**src/rtl/mem_pkg.sv**
```systemverilog
// Shared types and defaults for the MEM/WB stage and its access watchdog.
package mem_pkg;

  typedef enum logic {
    IDLE = 1'b0,
    BUSY = 1'b1
  } state_t;

  localparam int TIMEOUT_DEFAULT = 16;
  localparam int DW_DEFAULT      = 32;

  // Counter width able to hold 0..timeout-1; never narrower than one bit.
  function automatic int wd_width(input int timeout);
    return (timeout > 1) ? $clog2(timeout) : 1;
  endfunction

endpackage

```
**src/rtl/mem_watchdog.sv**
```systemverilog
// Saturating wait counter for an outstanding memory access.
// expired is combinational: high while run is high and the count sits at TIMEOUT-1.
module mem_watchdog
  import mem_pkg::*;
#(
  parameter int TIMEOUT = TIMEOUT_DEFAULT
) (
  input  logic clk,
  input  logic rst,
  input  logic clear,
  input  logic run,
  output logic expired
);

  localparam int            CW   = wd_width(TIMEOUT);
  localparam logic [CW-1:0] LAST = CW'(TIMEOUT - 1);

  logic [CW-1:0] cnt;

  // Holds at LAST rather than wrapping so a late expiry can never be missed.
  always_ff @(posedge clk or negedge rst) begin
    if (!rst) begin
      cnt <= '0;
    end else if (clear) begin
      cnt <= '0;
    end else if (run && (cnt != LAST)) begin
      cnt <= cnt + CW'(1);
    end
  end

  assign expired = run && (cnt == LAST);

endmodule

```
**src/rtl/mem_wb_stage.sv**
```systemverilog
// MEM/WB pipeline stage: 1-cycle pass-through for ALU ops, one blocking request per load/store.
// Holds EX/MEM via stall_M until mem_ack or watchdog expiry; a timed-out access retires with no register write.
module mem_wb_stage
  import mem_pkg::*;
#(
  parameter int TIMEOUT = TIMEOUT_DEFAULT,
  parameter int DW      = DW_DEFAULT
) (
  input  logic          clk,
  input  logic          rst,
  input  logic          valid_M,
  input  logic          pcload_M,
  input  logic          regw_M,
  input  logic          memw_M,
  input  logic          regmem_M,
  input  logic [3:0]    regScr_M,
  input  logic [DW-1:0] ALUrslt_M,
  input  logic [DW-1:0] address_M,
  output logic          stall_M,
  output logic          mem_req,
  output logic          mem_we,
  output logic [DW-1:0] mem_addr,
  output logic [DW-1:0] mem_wdata,
  input  logic          mem_ack,
  input  logic [DW-1:0] mem_rdata,
  output logic          valid_W,
  output logic          pcload_W,
  output logic          regw_W,
  output logic [3:0]    regScr_W,
  output logic [DW-1:0] result_W,
  output logic          bus_err
);

  state_t state;
  logic   mem_op;
  logic   expired;
  logic   wd_clear;
  logic   wd_run;

  assign mem_op   = valid_M & (memw_M | regmem_M);
  assign wd_clear = (state == IDLE) & mem_op;
  assign wd_run   = (state == BUSY) & ~mem_ack;

  // Stall also drops on expiry: the aborted instruction retires on that edge
  // and must leave EX/MEM, otherwise IDLE would reissue it.
  assign stall_M = (state == IDLE) ? mem_op : (~mem_ack & ~expired);

  mem_watchdog #(.TIMEOUT(TIMEOUT)) u_watchdog (
    .clk     (clk),
    .rst     (rst),
    .clear   (wd_clear),
    .run     (wd_run),
    .expired (expired)
  );

  always_ff @(posedge clk or negedge rst) begin
    if (!rst) begin
      state     <= IDLE;
      mem_req   <= 1'b0;
      mem_we    <= 1'b0;
      mem_addr  <= '0;
      mem_wdata <= '0;
      valid_W   <= 1'b0;
      pcload_W  <= 1'b0;
      regw_W    <= 1'b0;
      regScr_W  <= '0;
      result_W  <= '0;
      bus_err   <= 1'b0;
    end else begin
      case (state)
        IDLE: begin
          if (mem_op) begin
            mem_req   <= 1'b1;
            mem_we    <= memw_M;
            mem_addr  <= address_M;
            mem_wdata <= ALUrslt_M;
            valid_W   <= 1'b0;
            pcload_W  <= 1'b0;
            regw_W    <= 1'b0;
            state     <= BUSY;
          end else begin
            valid_W  <= valid_M;
            pcload_W <= valid_M & pcload_M;
            regw_W   <= valid_M & regw_M;
            regScr_W <= regScr_M;
            result_W <= ALUrslt_M;
          end
        end
        BUSY: begin
          if (mem_ack) begin
            // A store (including memw_M with regmem_M) never writes the register file.
            mem_req  <= 1'b0;
            valid_W  <= valid_M;
            pcload_W <= valid_M & pcload_M;
            regw_W   <= valid_M & regw_M & ~memw_M;
            regScr_W <= regScr_M;
            result_W <= memw_M ? ALUrslt_M : mem_rdata;
            state    <= IDLE;
          end else if (expired) begin
            mem_req  <= 1'b0;
            bus_err  <= 1'b1;
            valid_W  <= valid_M;
            pcload_W <= valid_M & pcload_M;
            regw_W   <= 1'b0;
            regScr_W <= regScr_M;
            result_W <= '0;
            state    <= IDLE;
          end else begin
            valid_W  <= 1'b0;
            pcload_W <= 1'b0;
            regw_W   <= 1'b0;
          end
        end
        default: state <= IDLE;
      endcase
    end
  end

endmodule

```
**config.mk**
```make
export PLATFORM = sky130hd
export DESIGN_NAME = mem_wb_stage
export DESIGN_NICKNAME = d
export VERILOG_FILES = /design/src/rtl/mem_pkg.sv /design/src/rtl/mem_watchdog.sv /design/src/rtl/mem_wb_stage.sv
export SDC_FILE = /design/constraint.sdc
export NUM_CORES = 1
export LEC_CHECK = 0
export ABC_AREA = 1
export BUFFER_PORTS_ARGS = -buffer_cell sky130_fd_sc_hd__buf_2
export CAP_MARGIN = 10
export CORE_MARGIN = 2
export CORE_UTILIZATION = 41
export DETAILED_ROUTE_END_ITERATION = 8
export GPL_TIMING_DRIVEN = 0
export PLACE_DENSITY = 0.82
export SYNTH_ARGS = -nofsm -noshare
export SYNTH_HDL_FRONTEND = slang
export SYNTH_SLANG_ARGS = --single-unit
```
**constraint.sdc**
```tcl
create_clock -name clk -period 1.49 [get_ports clk]
set_input_delay 0.149 -clock clk [delete_from_list [all_inputs] [get_ports clk]]
set_output_delay 0.149 -clock clk [all_outputs]
set_load 0.01 [all_outputs]
```
==> results of run 1 <==
[kinds of logic (layout without fill, tap and decap cells)]
logic type / Yosys count / in the layout / share of synthesized area [%]
fa+ha+maj: 1 / 1 / 0.260
compound gates: 83 / 83 / 8.73
flops: 111 / 111 / 57.7
xor+xnor: 1 / 1 / 0.182
buf+inv: 104 / 346 / 9.04
simple gates: 287 / 287 / 24.1
[worst max path at each step]
stage                     depth (start not counted)            end               from
after floorplan                                   8   result_W[10]  u_watchdog.cnt[0]
after global placement                            1  mem_wdata[23]                rst
after detailed placement                          7   mem_addr[30]             memw_M
after CTS                                         6        stall_M  u_watchdog.cnt[1]
after global routing                              6        stall_M  u_watchdog.cnt[0]
final                                             6        stall_M  u_watchdog.cnt[0]
[power breakdown]
part	internal [W]	total (W)	switching (W)
logic	0.00108	0.00256	0.00148
registers	0.00366	0.00403	0.000369
clock network	0.00119	0.00230	0.00111
[metal layers]
| layer | up-vias | track usage, % | share of wire (%) |
|---|---|---|---|
| met5 | - | 0 | 0 |
| met4 | 0 | 7.15 | 1.5 |
| met3 | 17 | 4.05 | 6.1 |
| met2 | 170 | 37.5 | 49 |
| met1 | 2102 | 29.6 | 44 |
| li1 | 2266 | - | - |
[sequential cells by signal, summed over array words and instances, names as in the netlist]
signal	cells
mem_we	1
mem_addr	32
regScr_W	4
u_watchdog.cnt	4
result_W	32
valid_W	1
mem_wdata	32
state	1
bus_err	1
regw_W	1
pcload_W	1
mem_req	1
[what timing repair did]
action,4_1_cts,5_1_grt
endpoints found under the setup margin,47,78
pin swaps,2,3
hold endpoints to repair,53,0
buffers inserted,4,3
hold buffers,4,0
gates cloned,0,0
gates resized for setup,9,29
[area by class of cell]
class	count	area, sq um
Fill cell	1103	4870
Sequential cell	111	2780
Multi-Input combinational cell	372	1650
Timing Repair Buffer	226	1200
Inverter	73	274
Clock buffer	10	239
Buffer	31	194
Tap cell	143	179
Clock inverter	6	43.8
[worst register-to-register path: cells and delay by family (launching register included)]
kind | cells | cell delay, ns
compound gates | 1 | 0.11
buf+inv | 3 | 0.59
flops | 1 | 0.40
simple gates | 2 | 0.21
[cell usage in the layout, fill, tap and decap left out, drive strengths merged, types with 4 or more instances in the layout]
master         n
nand2        211
or2           14
nor2          40
o21ai         66
dfrtp        111
a21oi         15
inv           75
buf          238
nand3         20
dlygate4sd3    4
clkbuf        25
[per-stage QoR]
step           area [sq um]  TNS [ns]  hold WS, ns  power (W)  instances
2_1_floorplan          4820         0       -0.147    0.00529        587
3_3_place_gp           6070   -116.57        0.344    0.00640        944
3_5_place_dp           6100     -2.09        0.228    0.00649        945
4_1_cts                6480   -0.0749      0.00119    0.00889        969
5_1_grt                6550    -0.910       0.0181    0.00951        972
6_report               6550   -0.0458       0.0121    0.00890        972
==> summary.txt, run 1 <==
Synth
  – Sequential share of the synthesized area: 57.7%
  – Post-synth top cells: nand2_1, dfrtp_1, inv_1
  – Syn nets: 696
  – Post-synth EDFFs: 0
  – Netlist Area Pre-Place: 0.00482 sq mm
  – Count leader, synth: nand2_1
  – Synth top area cells: dfrtp_1, nand2_1, o21ai_0
  – Synthesis-stage register bit count: 111
  – Avg Cell Area, Syn: 8.20 sq um
  – Yosys cell types: 22
  – Area share of the largest cell type after synthesis: 57.7%
  – Top_reg_cell synth: dfrtp_1
  – Synth area leader: dfrtp_1
  – Synth Instances: 587
  – Number of synthesis warnings: 0
  – Post-synth ARST share: 100%

Worst setup path
  – FF-to-FF End: mem_wdata[26]
  – Setup crit end kind: primary output
  – Crit path arrival time: 1.39 ns
  – Crit path required time: 1.34 ns
  – FF-to-FF Start: state
  – Largest stage delay, worst path: 0.39 ns
  – Worst path slowest cell: dfrtp_1
  – R2r setup slk: 0.03 ns
  – Worst-path maximum fanout: 3
  – CP Launch Type: register
  – CP delay by family, top: flip-flops
  – Critical path class: register to primary output
  – CP bufs+invs: 2
  – CP cell instances: ha_4, nand3_4, nand2_4, nand2_4, buf_6, buf_6
  – Worst R2R Path Depth: 6

Hold path
  – Worst hold path startpoint: regScr_M[3]
  – HP Class: input pin to register
  – Hold EP: regScr_W[3]
  – Worst Hold Depth: 3

CTS
  – CTS tree: yes
  – Clock Tree Buf Depth: 2
  – CTS Buf Count: 9
  – Worst-Skew Late Latency: 0.34 ns
  – Sink Count: 111
  – Clock transition at the registers of the reported paths: 0.07 ns
  – Clk root buf: clkbuf_16
  – Htree depth: 3

Route
  – DR iter-0 viols: 310
  – Iteration count of the initial detailed-routing pass: 4
  – WL final: 13.8 mm
  – DR vias: 4555
  – # DRC: 0
  – Final ANT Viol Nets: 0
  – Avg WL per Cell: 14.2 microns
  – Drt via density: 4.69

STA
  – Rel. slew slack: 54.6%
  – Max-slew violation count: 0
  – Period Utilization, post-route: 103%
  – Final setup viols: 1
  – Worst-Margin Slew: 0.681 ns
  – Tmin final: 1.54 ns
  – Setup ws final: -0.0458 ns
  – Skew final: 0.00931 ns
  – Hold Vio Cnt, Final: 0
  – FMAX: 0.651 GHz
  – RSZ-0062 raised after global routing: true

Run status
  – Failing checks: negative setup slack
  – Outcome: finished, violations left

Floorplanning
  – Die H: 112 microns
  – Core Box Area: 0.0114 sq mm
  – Chip width: 112 microns
  – Starting Density: 42.2%
  – Num rows: 39
  – DIE AREA: 0.0126 sq mm
  – Io pins: 215

Placement
  – Post-place setup slack: -0.141 ns
  – Buffers on Ports: 214
  – Gpl congestion: 0.813
  – Final HPWL DP: 9.98 mm

Layout
  – Share of post-route cells with drive strength above 1: 34.7%
  – Area delta synth->final: 36.1%
  – Util after Layout: 57.4%
  – Antenna diodes: 0
  – Final nets: 933

Global route
  – Total track usage: 22.3%
  – Number of global-route vias before repair: 4391
  – First-pass GRT wire length: 22.2 mm
  – Initial antenna violation count: 0
  – Largest net degree at the start of global routing: 62
  – Total gr overflow: 0

Power and ir drop
  – Leak pwr: 3.87 nW
  – Worst vdd ir: 0.000709 V
  – PwrDens: 1360 mW/mm^2

Job
  – Max_cap viols: 0
No activity file was read; power rests on OpenSTA's default activity.
==> run 2: changes to the inputs <==
--- a/config.mk
+++ b/config.mk
@@ -6,13 +6,14 @@
 export NUM_CORES = 1
 export LEC_CHECK = 0
 export ABC_AREA = 1
-export BUFFER_PORTS_ARGS = -buffer_cell sky130_fd_sc_hd__buf_2
 export CAP_MARGIN = 10
 export CORE_MARGIN = 2
 export CORE_UTILIZATION = 41
 export DETAILED_ROUTE_END_ITERATION = 8
+export DONT_BUFFER_PORTS = 1
 export GPL_TIMING_DRIVEN = 0
-export PLACE_DENSITY = 0.82
+export PLACE_DENSITY = 0.66
+export SLEW_MARGIN = 20
 export SYNTH_ARGS = -nofsm -noshare
 export SYNTH_HDL_FRONTEND = slang
 export SYNTH_SLANG_ARGS = --single-unit
==> run 2 against run 1 <==
  * The run ends with negative hold slack, negative setup slack left
  * First-iteration DRC count rose by 12%
  * Critical path depth fell by 1
  * Global-route usage fell by 0.20 points
  * Sequential power rose by 12%
  * Maximum frequency rose by 2.7%
  * Register-to-register slack got worse by 0.02 ns
  * Worst hold slack got worse by 0.51 ns
  * Via count fell by 10%
  * Sequential share of layout area rose by 2.6 points
  * Clock-buffer cell count rose by 1
  * Clock skew rose by 0.0019 ns
  * Largest power group unchanged
  * Combinational power fell by 39%
==> summary.txt, run 2 (same netlist as run 1, synthesis figures left out) <==
Worst setup path
  – CP delay by family, top: flip-flops
  – CP Launch Type: register
  – Crit. path cell count: 5
  – Worst R2R Path Depth: 8
  – Worst path slowest cell: dfrtp_1
  – CP cell instances: ha_4, nand3_4, nand2_4, nand2_4, buf_8
  – Worst-path maximum fanout: 6
  – Crit path required time: 1.34 ns
  – Setup crit end kind: primary output
  – Largest stage delay, worst path: 0.43 ns
  – CP bufs+invs: 1
  – Crit path arrival time: 1.35 ns
  – Critical path class: register to primary output
  – Most used cell, CP: nand2_4

STA
  – Worst-Margin Slew: 0.496 ns
  – Final setup viols: 1
  – Tmin final: 1.50 ns
  – Skew final: 0.0112 ns
  – Hold Vio Cnt, Final: 111
  – Setup TNS: -0.00517 ns
  – WHS: -0.502 ns
  – RSZ-0062 raised after global routing: true
  – Rel. slew slack: 67.0%
  – Max-slew violation count: 0
  – Period Utilization, post-route: 100%
  – Setup ws final: -0.00517 ns
  – FMAX: 0.669 GHz

Route
  – Avg WL per Cell: 17.2 microns
  – Final ANT Viol Nets: 0
  – Drt via density: 4.99
  – Iteration count of the initial detailed-routing pass: 4
  – WL final: 14.1 mm
  – DR iter-0 viols: 348
  – # DRC: 0
  – DR vias: 4095

Layout
  – Fin area: 0.00617 sq mm
  – Layout Cells excl Fill: 820
  – Final nets: 781
  – Antenna diodes: 0
  – Area delta synth->final: 28.1%
  – Layout fillers: 1034
  – Most frequent cells in the layout: nand2_1, dfrtp_1, inv_1
  – Commonest non-fill, non-tap cell in the layout: nand2_1
  – Biggest regs: mem_addr x32, mem_wdata x32, result_W x32
  – Share of post-route cells with drive strength above 1: 11.1%

Floorplanning
  – Core Box Area: 0.0114 sq mm
  – DIE AREA: 0.0126 sq mm
  – Chip width: 112 microns
  – Io pins: 215
  – Starting Density: 42.2%
  – Num rows: 39
  – Die H: 112 microns

CTS
  – Clock transition at the registers of the reported paths: 0.07 ns
  – CTS tree: yes
  – Clk root buf: clkbuf_16
  – Clock Tree Buf Depth: 2
  – Worst-Skew Late Latency: 0.34 ns
  – Htree depth: 3
  – Sink Count: 111
  – CTS Buf Count: 9

Job
  – Max_cap viols: 0

Run status
  – Outcome: finished, violations left
  – Failing checks: negative hold slack, negative setup slack

Power and ir drop
  – Leak pwr: 3.27 nW
  – Internal: 0.00605 W
  – Logic pwr share: 17.7%
  – Switching Share: 31.5%
  – Worst vdd ir: 0.000778 V
  – Total power: 0.00884 W
  – Clock share of power: 31.3%
  – Seq pwr share: 51.0%
  – Switch Pwr: 0.00279 W
  – PwrDens: 1430 mW/mm^2

Global route
  – Initial antenna violation count: 0
  – Largest net degree at the start of global routing: 112
  – Total track usage: 22.1%
  – First-pass GRT wire length: 22.0 mm
  – Total gr overflow: 0
  – Number of global-route vias before repair: 4242

Placement
  – Buffers on Ports: 0
  – Final HPWL DP: 9.49 mm
  – Dpl cells: 730
  – Gpl congestion: 0.812
  – Placed inst area: 0.00499 sq mm

Hold path
  – HP Class: input pin to async pin
## run 2: routing by layer
metal / part of all wire, % / vias to the layer above / track usage (%)
met5: 0 / - / 0
met4: 1.9 / 0 / 8.13
met3: 8.1 / 19 / 5.51
met2: 50 / 170 / 37.8
met1: 40 / 1955 / 27.2
li1: - / 1951 / -
## run 2: final timing paths
| path | from | endpoint | slack [ns] |
|---|---|---|---|
| worst max register to register | u_watchdog.cnt[1] | regScr_W[2] | 0.01 |
| worst min register to register | result_W[24] | result_W[24] | 0.55 |
| min in group clk | ALUrslt_M[13] | mem_wdata[13] | 0.02 |
| worst max-delay path | u_watchdog.cnt[1] | stall_M | -0.005 |
| max in group asynchronous | rst | result_W[17] | 1.84 |
| worst min-delay path | rst | mem_addr[1] | -0.50 |
## run 2: power by group through the flow
stage                     Combinational [W]  Clock [W]  Sequential [W]
after floorplan                    0.000932          0         0.00436
after global placement              0.00115          0         0.00452
after detailed placement            0.00122          0         0.00454
after CTS                           0.00147    0.00284         0.00448
after global routing                0.00180    0.00295         0.00458
final                               0.00157    0.00277         0.00450
## run 2: final cells by class
class,instances,area (sq um),share of cell area [%]
sequential,111,2780,45.0
multi-input combinational,372,1650,26.8
timing repair buffer,74,746,12.1
inverter,73,274,4.44
clock buffer,11,243,3.93
buffer,31,194,3.14
tap,143,179,2.90
clock inverter,5,105,1.70
## run 2: timing repair
action                                  4_1_cts  5_1_grt
hold buffers                                 65        1
pin swaps                                     1        3
endpoints found under the setup margin       34       97
resized for setup                            12       18
cloned                                        1        0
hold endpoints to repair                    176      112
setup buffers                                 3        4
## run 2: per-stage QoR
stage | utilization [%] | setup slack (ns) | hold WS (ns)
final | 54.0 | -0.00517 | -0.502
after global placement | 43.7 | 0.0170 | -0.144
after CTS | 53.2 | -0.0448 | -0.518
after detailed placement | 43.7 | -0.0178 | -0.144
after floorplan | - | 0.186 | -0.147
after global routing | 54.0 | -0.0639 | -0.517
==> run 3: changes to the inputs <==
--- a/config.mk
+++ b/config.mk
@@ -12,7 +12,9 @@
 export DETAILED_ROUTE_END_ITERATION = 8
 export DONT_BUFFER_PORTS = 1
 export GPL_TIMING_DRIVEN = 0
+export HOLD_SLACK_MARGIN = 0.06
 export PLACE_DENSITY = 0.66
+export REMOVE_ABC_BUFFERS = 1
 export SLEW_MARGIN = 20
 export SYNTH_ARGS = -nofsm -noshare
 export SYNTH_HDL_FRONTEND = slang
==> run 3 against run 2 <==
  * Clock power shrank 13%
  * Core utilization increased by 3.0 points
  * The run ends with negative hold slack left
  * Wire length down 3.2%
  * Largest cell class unchanged
  * Non-clock buffer count is 12 higher
  * Design area rose by 5.6%
==> summary.txt, run 3 (same netlist as run 1, synthesis figures left out) <==
Run status
  – Outcome: finished, violations left
  – Failing checks: negative hold slack

CTS
  – Clock Tree Buf Depth: 2
  – Clk root buf: clkbuf_16
  – Worst-Skew Late Latency: 0.34 ns
  – Htree depth: 3
  – Hold-fix buffers, CTS: 97
  – Sink Count: 111
  – CTS tree: yes
  – Clock transition at the registers of the reported paths: 0.07 ns
  – CTS Buf Count: 9

Floorplanning
  – DIE AREA: 0.0126 sq mm
  – Core Box Area: 0.0114 sq mm
  – Starting Density: 42.2%
  – Io pins: 215
  – Die H: 112 microns
  – Chip width: 112 microns
  – Num rows: 39

STA
  – FMAX: 0.694 GHz
  – Max-slew violation count: 0
  – WHS: -0.500 ns
  – Worst-Margin Slew: 0.483 ns
  – Rel. slew slack: 67.7%
  – Final setup viols: 0
  – Skew final: 0.00441 ns
  – Setup TNS: 0 ns
  – Hold Vio Cnt, Final: 111
  – Period Utilization, post-route: 96.6%
  – Tmin final: 1.44 ns

Layout
  – Util after Layout: 57.1%
  – Most frequent cells in the layout: nand2_1, dfrtp_1, dlygate4sd3_1
  – Final nets: 797
  – Area delta synth->final: 35.4%
  – Commonest non-fill, non-tap cell in the layout: nand2_1
  – Biggest regs: mem_addr x32, mem_wdata x32, result_W x32
  – Antenna diodes: 0
  – Layout Cells excl Fill: 836
  – Share of post-route cells with drive strength above 1: 9.09%

Global route
  – Total gr overflow: 0
  – Total track usage: 21.2%
  – Number of global-route vias before repair: 4170
  – Initial antenna violation count: 0
  – Largest net degree at the start of global routing: 112
  – First-pass GRT wire length: 21.3 mm

Route
  – DR vias: 4152
  – DR iter-0 viols: 259
  – Iteration count of the initial detailed-routing pass: 5
  – WL final: 13.6 mm
  – Drt via density: 4.97
  – Final ANT Viol Nets: 0
  – # DRC: 0
  – Avg WL per Cell: 16.3 microns

Worst setup path
  – Crit path required time: 1.34 ns
  – CP Launch Type: register
  – CP delay by family, top: flip-flops
  – Most used cell, CP: nand2_8
  – R2r setup slk: 0.09 ns
  – Setup crit end kind: primary output
  – Crit path arrival time: 1.29 ns
  – CP cell instances: clkinv_4, nor2_4, nand2_8, nand2_8
  – FF-to-FF Start: state
  – Worst-path maximum fanout: 5
  – Worst R2R Path Depth: 8
  – CP bufs+invs: 1
  – Critical path class: register to primary output
  – Worst path slowest cell: dfrtp_2
  – FF-to-FF End: result_W[27]
  – Largest stage delay, worst path: 0.43 ns

Job
  – Max_cap viols: 0

Placement
  – Gpl congestion: 0.801
  – Dpl cells: 702
  – Buffers on Ports: 0
  – Final HPWL DP: 7.29 mm

Power and ir drop
  – Leak pwr: 3.39 nW
  – PwrDens: 1320 mW/mm^2
  – Worst vdd ir: 0.000641 V

Hold path
  – HP Class: input pin to async pin
==> run 3: changes by cell type in the layout (fill, tap and decap cells not counted), sizes merged <==
cell	previous run	this run
clkinv	0	3
buf	25	18
dlygate4sd3	66	97
clkinvlp	2	1
nand3	20	21
nand2	211	214
clkbuf	24	13
bufinv	3	1
inv	73	72
==> run 3: how the worst max path moves through the flow <==
stage,start,endpoint,slack (ns),cells past startpoint
2_1_floorplan,state,u_watchdog.cnt[2],-1.94,6
3_3_place_gp,state,result_W[30],-3.35,6
3_5_place_dp,state,result_W[3],-1.06,7
4_1_cts,state,mem_wdata[21],0.006,6
5_1_grt,state,result_W[27],-0.02,8
6_report,state,stall_M,0.05,4
==> run 3: area by class of cell <==
cell class                      instances  area (sq um)
Fill cell                             948          4900
Sequential cell                       111          2780
Multi-Input combinational cell        376          1730
Timing Repair Buffer                  117          1240
Inverter                               73           284
Clock buffer                           12           246
Tap cell                              143           179
Clock inverter                          4          55.1
==> run 3: timing repair <==
item / 4_1_cts / 5_1_grt
buffers inserted: 7 / 8
gates cloned: 5 / 1
endpoints found under the setup margin: 76 / 67
gates resized for setup: 14 / 8
hold endpoints to repair: 208 / 111
pin swaps: 4 / 4
==> run 3: per-stage QoR <==
stage	power, W	setup slack (ns)	instance area (sq um)
6_report	0.00858	0.0500	6520
5_1_grt	0.00907	-0.0156	6520
4_1_cts	0.00851	0.00570	6380
3_5_place_dp	0.00565	-1.06	4910
3_3_place_gp	0.00556	-3.35	4830
2_1_floorplan	0.00523	-1.94	4650
==> run 3: routing by layer <==
metal	vias to the layer above	GRT usage, %	wire length (microns)
li1	1988	-	-
met1	1944	25.4	5420
met2	191	36.4	6700
met3	29	5.62	1140
met4	0	9.02	368
met5	-	0	0
==> run 3: power breakdown <==
part | switching (W) | leakage (nW) | total [W] | internal [W]
Clock | 0.00106 | 0.143 | 0.00242 | 0.00136
Combinational | 0.000897 | 1.88 | 0.00166 | 0.000768
Sequential | 0.000826 | 1.37 | 0.00449 | 0.00367
Total | 0.00279 | 3.39 | 0.00858 | 0.00579
==> run 3: worst register-to-register path, cell delays in order, from the launching register on <==
cell and delay, ns:
dfrtp_2 0.45, buf_12 0.14, nand2_8 0.17, buf_16 0.21, nand2_1 0.10, nand2_1 0.07, nor2_1 0.06, nand2_1 0.06
nand2_1 0.04
